<file path="src/rtl/fan_ctrl_poll_master.sv">
// Autonomous Avalon-MM poller for the fan PIO: read sensor, apply hysteresis, write fan on change.
// Latency: read starts 1 clk after wait expiry, write 4 clks after poll start; slave has no waitrequest, so no backpressure.
module fan_ctrl_poll_master #(
    parameter int unsigned POLL_CYCLES = 50000,
    parameter logic [31:0] TEMP_HI     = 32'd70,
    parameter logic [31:0] TEMP_LO     = 32'd60,
    parameter logic [31:0] FAN_ON_VAL  = 32'h00000001,
    parameter logic [31:0] FAN_OFF_VAL = 32'h00000000
) (
    input  logic        clk,
    input  logic        reset,
    input  logic        enable,
    input  logic        poll_now,
    input  logic        force_on,
    output logic [1:0]  avm_address,
    output logic        avm_chipselect,
    output logic        avm_write_n,
    output logic [31:0] avm_writedata,
    input  logic [31:0] avm_readdata,
    output logic        fan_state,
    output logic        sensor_fault,
    output logic        busy,
    output logic [15:0] write_count
);

    typedef enum logic [2:0] {
        S_IDLE, S_WAIT, S_RD_ADDR, S_RD_CAP, S_EVAL, S_WR
    } state_t;

    localparam logic [23:0] RELOAD = 24'(POLL_CYCLES - 1);

    state_t      state_q, state_d;
    logic [23:0] cnt_q, cnt_d;
    logic [31:0] temp_q, temp_d;
    logic [31:0] wdata_q, wdata_d;
    logic        fan_q, fan_d;
    logic        fault_q, fault_d;
    logic [15:0] wcnt_q, wcnt_d;
    logic        nxt;

    always_ff @(posedge clk or posedge reset) begin
        if (reset) begin
            state_q <= S_IDLE;
            cnt_q   <= '0;
            temp_q  <= '0;
            wdata_q <= FAN_ON_VAL;
            fan_q   <= 1'b1;
            fault_q <= 1'b0;
            wcnt_q  <= '0;
        end else begin
            state_q <= state_d;
            cnt_q   <= cnt_d;
            temp_q  <= temp_d;
            wdata_q <= wdata_d;
            fan_q   <= fan_d;
            fault_q <= fault_d;
            wcnt_q  <= wcnt_d;
        end
    end

    // An all-ones code means the sensor is dead: fail safe to fan on.
    always_comb begin
        if (force_on || temp_q == 32'hFFFFFFFF) nxt = 1'b1;
        else if (temp_q >= TEMP_HI)             nxt = 1'b1;
        else if (temp_q <= TEMP_LO)             nxt = 1'b0;
        else                                    nxt = fan_q;
    end

    always_comb begin
        state_d = state_q;
        cnt_d   = cnt_q;
        temp_d  = temp_q;
        wdata_d = wdata_q;
        fan_d   = fan_q;
        fault_d = fault_q;
        wcnt_d  = wcnt_q;
        case (state_q)
            S_IDLE: begin
                if (enable) begin
                    cnt_d   = RELOAD;
                    state_d = S_WAIT;
                end
            end
            S_WAIT: begin
                if (cnt_q != 24'd0) cnt_d = cnt_q - 24'd1;
                if (!enable)                           state_d = S_IDLE;
                else if (cnt_q == 24'd0 || poll_now)   state_d = S_RD_ADDR;
            end
            S_RD_ADDR: state_d = S_RD_CAP;
            S_RD_CAP: begin
                temp_d  = avm_readdata;
                state_d = S_EVAL;
            end
            S_EVAL: begin
                fault_d = (temp_q == 32'hFFFFFFFF);
                if (nxt != fan_q) begin
                    wdata_d = nxt ? FAN_ON_VAL : FAN_OFF_VAL;
                    state_d = S_WR;
                end else if (enable) begin
                    cnt_d   = RELOAD;
                    state_d = S_WAIT;
                end else begin
                    state_d = S_IDLE;
                end
            end
            S_WR: begin
                // WR is only reached when the decision differs, so the new state is the inverse.
                fan_d  = ~fan_q;
                wcnt_d = wcnt_q + 16'd1;
                if (enable) begin
                    cnt_d   = RELOAD;
                    state_d = S_WAIT;
                end else begin
                    state_d = S_IDLE;
                end
            end
            default: state_d = S_IDLE;
        endcase
    end

    always_comb begin
        avm_chipselect = 1'b0;
        avm_write_n    = 1'b1;
        busy           = 1'b0;
        case (state_q)
            S_RD_ADDR, S_RD_CAP: begin
                avm_chipselect = 1'b1;
                busy           = 1'b1;
            end
            S_EVAL: busy = 1'b1;
            S_WR: begin
                avm_chipselect = 1'b1;
                avm_write_n    = 1'b0;
                busy           = 1'b1;
            end
            default: ;
        endcase
    end

    assign avm_address   = 2'b00;
    assign avm_writedata = wdata_q;
    assign fan_state     = fan_q;
    assign sensor_fault  = fault_q;
    assign write_count   = wcnt_q;

endmodule

</file>
<file path="config.mk">
export PLATFORM = sky130hd
export DESIGN_NAME = fan_ctrl_poll_master
export DESIGN_NICKNAME = d
export VERILOG_FILES = /design/src/rtl/fan_ctrl_poll_master.sv
export SDC_FILE = /design/constraint.sdc
export NUM_CORES = 1
export LEC_CHECK = 0
export BUFFER_PORTS_ARGS = -buffer_cell sky130_fd_sc_hd__clkbuf_2
export CAP_MARGIN = 20
export CORE_MARGIN = 2
export CORE_UTILIZATION = 30
export CTS_CLUSTER_SIZE = 8
export DETAILED_ROUTE_END_ITERATION = 10
export GPL_ROUTABILITY_DRIVEN = 0
export PLACE_DENSITY_LB_ADDON = 0.1
export RECOVER_POWER = 100
export REMOVE_ABC_BUFFERS = 1
export SLEW_MARGIN = 20
export SYNTH_ARGS = -nofsm -noshare
export SYNTH_HDL_FRONTEND = slang
export SYNTH_SLANG_ARGS = --single-unit
</file>
<file path="constraint.sdc">
create_clock -name clk -period 3.2 [get_ports clk]
set_input_delay 0.16 -clock clk [delete_from_list [all_inputs] [get_ports clk]]
set_output_delay 0.16 -clock clk [all_outputs]
set_load 0.05 [all_outputs]
</file>
### Word level (Yosys, flattened, before mapping)

Cells that the tools add are included.

| operators by class | value |
|---|---|
| reductions and logical operators | 12 |
| add/sub/neg operators | 2 |
| equal/unequal tests | 11 |
| $lt $le $gt $ge | 2 |
| bitwise logic cells | 1 |
| multiplexer cells | 17 |

Operators with widths:

| operator | count |
|---|---|
| $mux 24 | 3 |
| $pmux 24 s3 | 1 |
| $eq 32x32->1 const B | 1 |
| $ge 32x7->1 const B | 1 |
| $le 32x6->1 const B | 1 |
| $logic_not 24->1 | 1 |
| $reduce_bool 24->1 | 1 |
| $sub 24x1->24 const B | 1 |
| $pmux 3 s6 | 1 |
| $add 16x1->16 const B | 1 |
| $mux 3 | 4 |
| $mux 1 | 8 |
| $eq 3x2->1 const B | 2 |
| $eq 3x3->1 const B | 2 |
| $ne 2x2->1 const B | 3 |
| $reduce_and 2->1 | 2 |
| $reduce_or 4->1 | 1 |
| $eq 3x1->1 const B | 1 |
| $logic_not 3->1 | 1 |
| $ne 3x3->1 const B | 1 |
| $reduce_and 3->1 | 1 |
| $reduce_bool 3->1 | 1 |
| $reduce_or 3->1 | 1 |
| $logic_or 1x1->1 | 2 |
| other kinds (3) | 3 |

| storage, ports and cells | value |
|---|---|
| output and inout port bits | 55 |
| input port bits | 37 |
| register bits after elaboration | 109 |
| logic and storage cells | 52 |

### Longest topological paths before layout

| depth | value |
|---|---|
| depth in word-level cells | 7 |
| gate-level depth with buffers | 9 |
| mapped depth without buffers | 8 |

### Worst setup path after synthesis

Ideal clock, no wire load.

| timing path | value |
|---|---|
| kind | reg2reg |
| start | reg cnt_q[0] |
| end | reg cnt_q[0] |
| path slack | 0.911 ns |
| clock period less this slack | 2.289 ns |
| stages on the path, launching flop included | 10 |
| path buffers | 2 |
| library setup time | 0.125 ns |
| required time | 3.075 ns |
| data arrival time | 2.164 ns |
| cell sequence | dfrtp_1 -> inv_1 -> ha_1 -> nor4b_1 -> and3_1 -> clkbuf_1 -> nand3_1 -> o2111a_1 -> buf_6 -> mux2_2 |

| on the way | value |
|---|---|
| word-level cells in the longest chain between the ends | 3 |
| elaborated cells on any way between the ends | 8 |
| those cells by class | add/sub: 1; eq/ne: 1; mux: 4; reduce/logical: 2 |

Ends and longest elaborated chain:

| element | RTL line | source |
|---|---|---|
| from (decl) | 33 | `logic [23:0] cnt_q, cnt_d;` |
| from (signal assigned) | 52 | `cnt_q <= cnt_d;` |
| $sub 24x1->24 (tied with other cells) | 85 | `if (cnt_q != 24'd0) cnt_d = cnt_q - 24'd1;` |
| $mux 24 (tied with other cells) | 85 |  |
| $pmux 24 s3 or $reduce_and 3->1 (tied branches) | -- |  |

Parallel ways exist; a longest one is shown, timed or not. The select of a mux whose other input is x is not followed.
A chain may end at the register's enable or synchronous reset.

### Worst setup path in the final report

| timing path | value |
|---|---|
| start | reg temp_q[3] |
| end | reg cnt_q[1] |

| on the way | value |
|---|---|
| word-level cells in the longest chain between the ends | 7 |
| elaborated cells on any way between the ends | 10 |
| those cells by class | order compare: 2; eq/ne: 3; mux: 3; reduce/logical: 2 |

Ends and longest elaborated chain:

| element | RTL line | source |
|---|---|---|
| from (decl) | 34 | `logic [31:0] temp_q, temp_d;` |
| from (signal assigned) | 53 | `temp_q <= temp_d;` |
| $le 32x6->1 | 65 | `else if (temp_q <= TEMP_LO) nxt = 1'b0;` |
| $mux 1 | 65 |  |
| $mux 1 | 64 | `else if (temp_q >= TEMP_HI) nxt = 1'b1;` |
| $mux 1 * | 63 | `if (force_on \|\| temp_q == 32'hFFFFFFFF) nxt = 1'b1;` |
| $ne 1x1->1 * | 96 | `if (nxt != fan_q) begin` |
| $ne 2x2->1 (no line) * | -- |  |
| $reduce_and 3->1 (no line) * | -- |  |

Mark *: on every way between the ends. The rest lies on a longest branch, timed or not.

==> reports/summary.txt <==
Area grow syn2layout: 15.42%
Setup TNS: 0 ns
Num Clock Sinks: 78
Die area: 14530 µm²
Synth top area cells: dfrtp_1 47%, mux2_2 9.4%, buf_4 6.1%
Asr flop ratio synth: 100.0%
Iter 0 DRT Violations: 151
Routed vias/inst: 4.739
Input/output buffers: 58
Die H: 120.5 µm
DP Cell Count: 622
I/O Pins: 92
Initial antenna violation count: 0
Final period util: 90.41%
Max capacitance violation total: 0
CP required: 3.42 ns
Critical path cell sequence: nor4_2, a21oi_1, a2111oi_2, nand2b_1, o2111a_1, mux2_2
Synth Register Bits: 78
Peak supply drop: 0.0003448 V
Post-DP HPWL: 6624 µm
Chip Width: 120.5 µm
Pin count of the biggest net entering global routing: 51
Clock root cell: clkbuf_16
Clk_skew: 0.006668 ns
Worst Reg-to-Reg Cells: 6
Worst-path fanout max: 21
Diodes inserted: 0
Placed instance area: 4409 µm²
CTS resizes: 0
Drt drc: 0
Hold crit path type: in2reg
Comb pwr share: 34.6%
Core Rows: 42
Main flop type after synthesis: dfrtp_1
Final instance area: 4702 µm²
Kind of critical path: reg2reg
Clock network power share: 25.1%
Internal Power: 0.002653 W
Cell count after synthesis: 397
TritonCTS buffer count: 9
Synthesized cell area: 4074 µm²
Drt total wl: 9139 µm
Sequential fraction of the synthesis area: 47.97%
H-tree levels: 3
Cell variety after synth: 58
Final min period: 2.893 ns
Worst Setup Start Kind: flip-flop
Net switching power: 0.001724 W
Slew Limit Fails: 0
Hold Vio Cnt, Final: 0
Number of synthesized flops with an enable pin: 0
1st-pass router iterations: 4
Syn Area/Cell: 10.26 µm²
Arrival time worst endpoint: 3.12 ns
CTS Buffer Depth: 2
First-pass GRT wire length: 15320 µm
Vias in the first global route: 2970
WL/cell: 14.30 µm
Setup violators final: 0
Crit end category: flip-flop
Sequential power share: 40.3%
Power per cell area: 930.8 nW/µm²
Worst hold path depth: 2
Status: completed
Clk_lat worst skew: 0.34 ns
Antenna-violating nets left: 0
# nets final: 497
YS warnings: 0
Initial Utilization: 30.76%
Switching Share: 39.39%
Worst Max-Slew Pin Slew: 1.393 ns
CP peak stage delay: 0.73 ns
Layout cell share with drive strength beyond 1: 22.68%
Core Area: 13240 µm²
DR vias: 3028
Fmax: 345.6 MHz
RSZ-0062 raised after global routing: false
# fillers: 1393
CTS tree: done
Clk pin slew, worst setup/hold paths: 0.06 ns
Slew margin rel.: 6.654%
Final core utilization: 35.51%
P_leak: 2.007 nW
CP max stage cell: o2111a_1
Gr ovfl total: 0
Share of the synthesized area in the top cell type: 46.68%
Synth area leader: dfrtp_1
Non-Filler Instances: 639
Global-route usage over all layers: 13.44%
[flip-flops by register name, summed over array words and instances, names as in the netlist]
register and cells:
avm_writedata 1, sensor_fault 1, state_q 3, cnt_q 24, write_count 16, temp_q 32, fan_state 1
[worst paths after layout]
| check | start | endpoint | slack (ns) |
|---|---|---|---|
| setup / recovery | temp_q[3]$_DFFE_PP0P_ | cnt_q[1]$_DFFE_PP0P_ | 0.31 |
| hold / removal | avm_readdata[18] | temp_q[18]$_DFFE_PP0P_ | 0.05 |
| setup reg to reg | temp_q[3]$_DFFE_PP0P_ | cnt_q[1]$_DFFE_PP0P_ | 0.31 |
| hold reg to reg | sensor_fault$_DFFE_PP0P_ | sensor_fault$_DFFE_PP0P_ | 0.48 |
| max in group asynchronous | reset | state_q[2]$_DFFE_PP0P_ | 0.72 |
| min in group asynchronous | reset | write_count[10]$_DFFE_PP0P_ | 0.66 |
[kinds of logic (layout without fill, tap and decap cells)]
logic type / count (synthesis) / in the layout / synth area share (%)
mux: 35 / 35 / 9.644
buf+inv: 61 / 95 / 9.306
other cells: 1 / 33 / 0.09205
xor+xnor: 17 / 17 / 3.655
simple gates: 141 / 141 / 18.12
flops: 78 / 78 / 47.97
fa+ha+maj: 2 / 2 / 0.6142
compound gates: 62 / 62 / 10.60
[layout make-up]
type,count,area (µm²),area share [%]
tap,176,220.2,4.683
clock inverter,6,85.08,1.809
multi-input combinational,290,1852,39.38
inverter,18,68.82,1.464
sequential,78,1954,41.56
clock buffer,10,239.0,5.082
timing repair buffer,61,282.8,6.014
[what timing repair did]
action | in CTS | in global routing
endpoints found under the hold margin | 28 | 0
setup endpoints to repair | 0 | 0
buffers inserted | 0 | 0
hold buffers | 1 | 0
[cell usage in the layout (no fill, tap or decap), types with 3 or more instances in the layout]
cell type / n
dfrtp_1: 76
clkbuf_2: 38
mux2_2: 34
conb_1: 33
nand2_1: 32
nor2_1: 31
clkbuf_1: 22
inv_1: 16
nand3_1: 16
nand4_1: 16
a21oi_1: 14
xnor2_1: 13
o21ai_0: 12
nor3_1: 11
a31oi_1: 11
clkbuf_16: 9
nor4_1: 8
and3_1: 5
o211ai_1: 5
xor2_1: 4
or4_4: 3
o31ai_1: 3
[cells in the mapped netlist (all sizes together) (3+ instances only)]
library cell and n:
nand3 16, o211ai 5, a22o 3, inv 17, buf 39, o21ai 12, xnor2 13, nor4 9
clkbuf 4, nor2 32, or4 3, and3 5, o31ai 4, xor2 4, nand2 32, nand4 16
a31oi 11, dfrtp 76, nor3 13, mux2 34, or3 3, a21oi 14
[critical path: cells and delay by family (launching register included)]
| kind | cells | cell delay [ns] |
|---|---|---|
| AO/OA/AOI/OAI | 3 | 1.37 |
| AND/OR/NAND/NOR | 2 | 0.58 |
| multiplexers | 1 | 0.41 |
| flip-flops | 1 | 0.40 |
[per-stage QoR]
stage               hold slack, ns  setup slack [ns]  total power [W]
finish                     0.04926            0.3067         0.004377
global route               0.03922           0.02633         0.004694
floorplan                   0.3107            0.7586         0.002898
global placement            0.2080            0.3523         0.003327
CTS                        0.03339            0.2658         0.004479
detailed placement          0.2075            0.2985         0.003336
[power groups by stage]
stage	registers [W]	clock network [W]	logic, W
finish	0.00177	0.00110	0.00151
global route	0.00184	0.00117	0.00168
CTS	0.00177	0.00115	0.00156
detailed placement	0.00178	0	0.00155
global placement	0.00178	0	0.00155
floorplan	0.00175	0	0.00115
[layer usage]
layer / share of wire, % / track usage [%] / vias to the layer above
li1: - / - / 1490
met4: 1.5 / 5.887 / 0
met2: 47 / 20.97 / 78
met5: 0 / 0 / -
met3: 6.0 / 3.679 / 12
met1: 46 / 17.46 / 1448
Power figures use the tool's default switching activity.
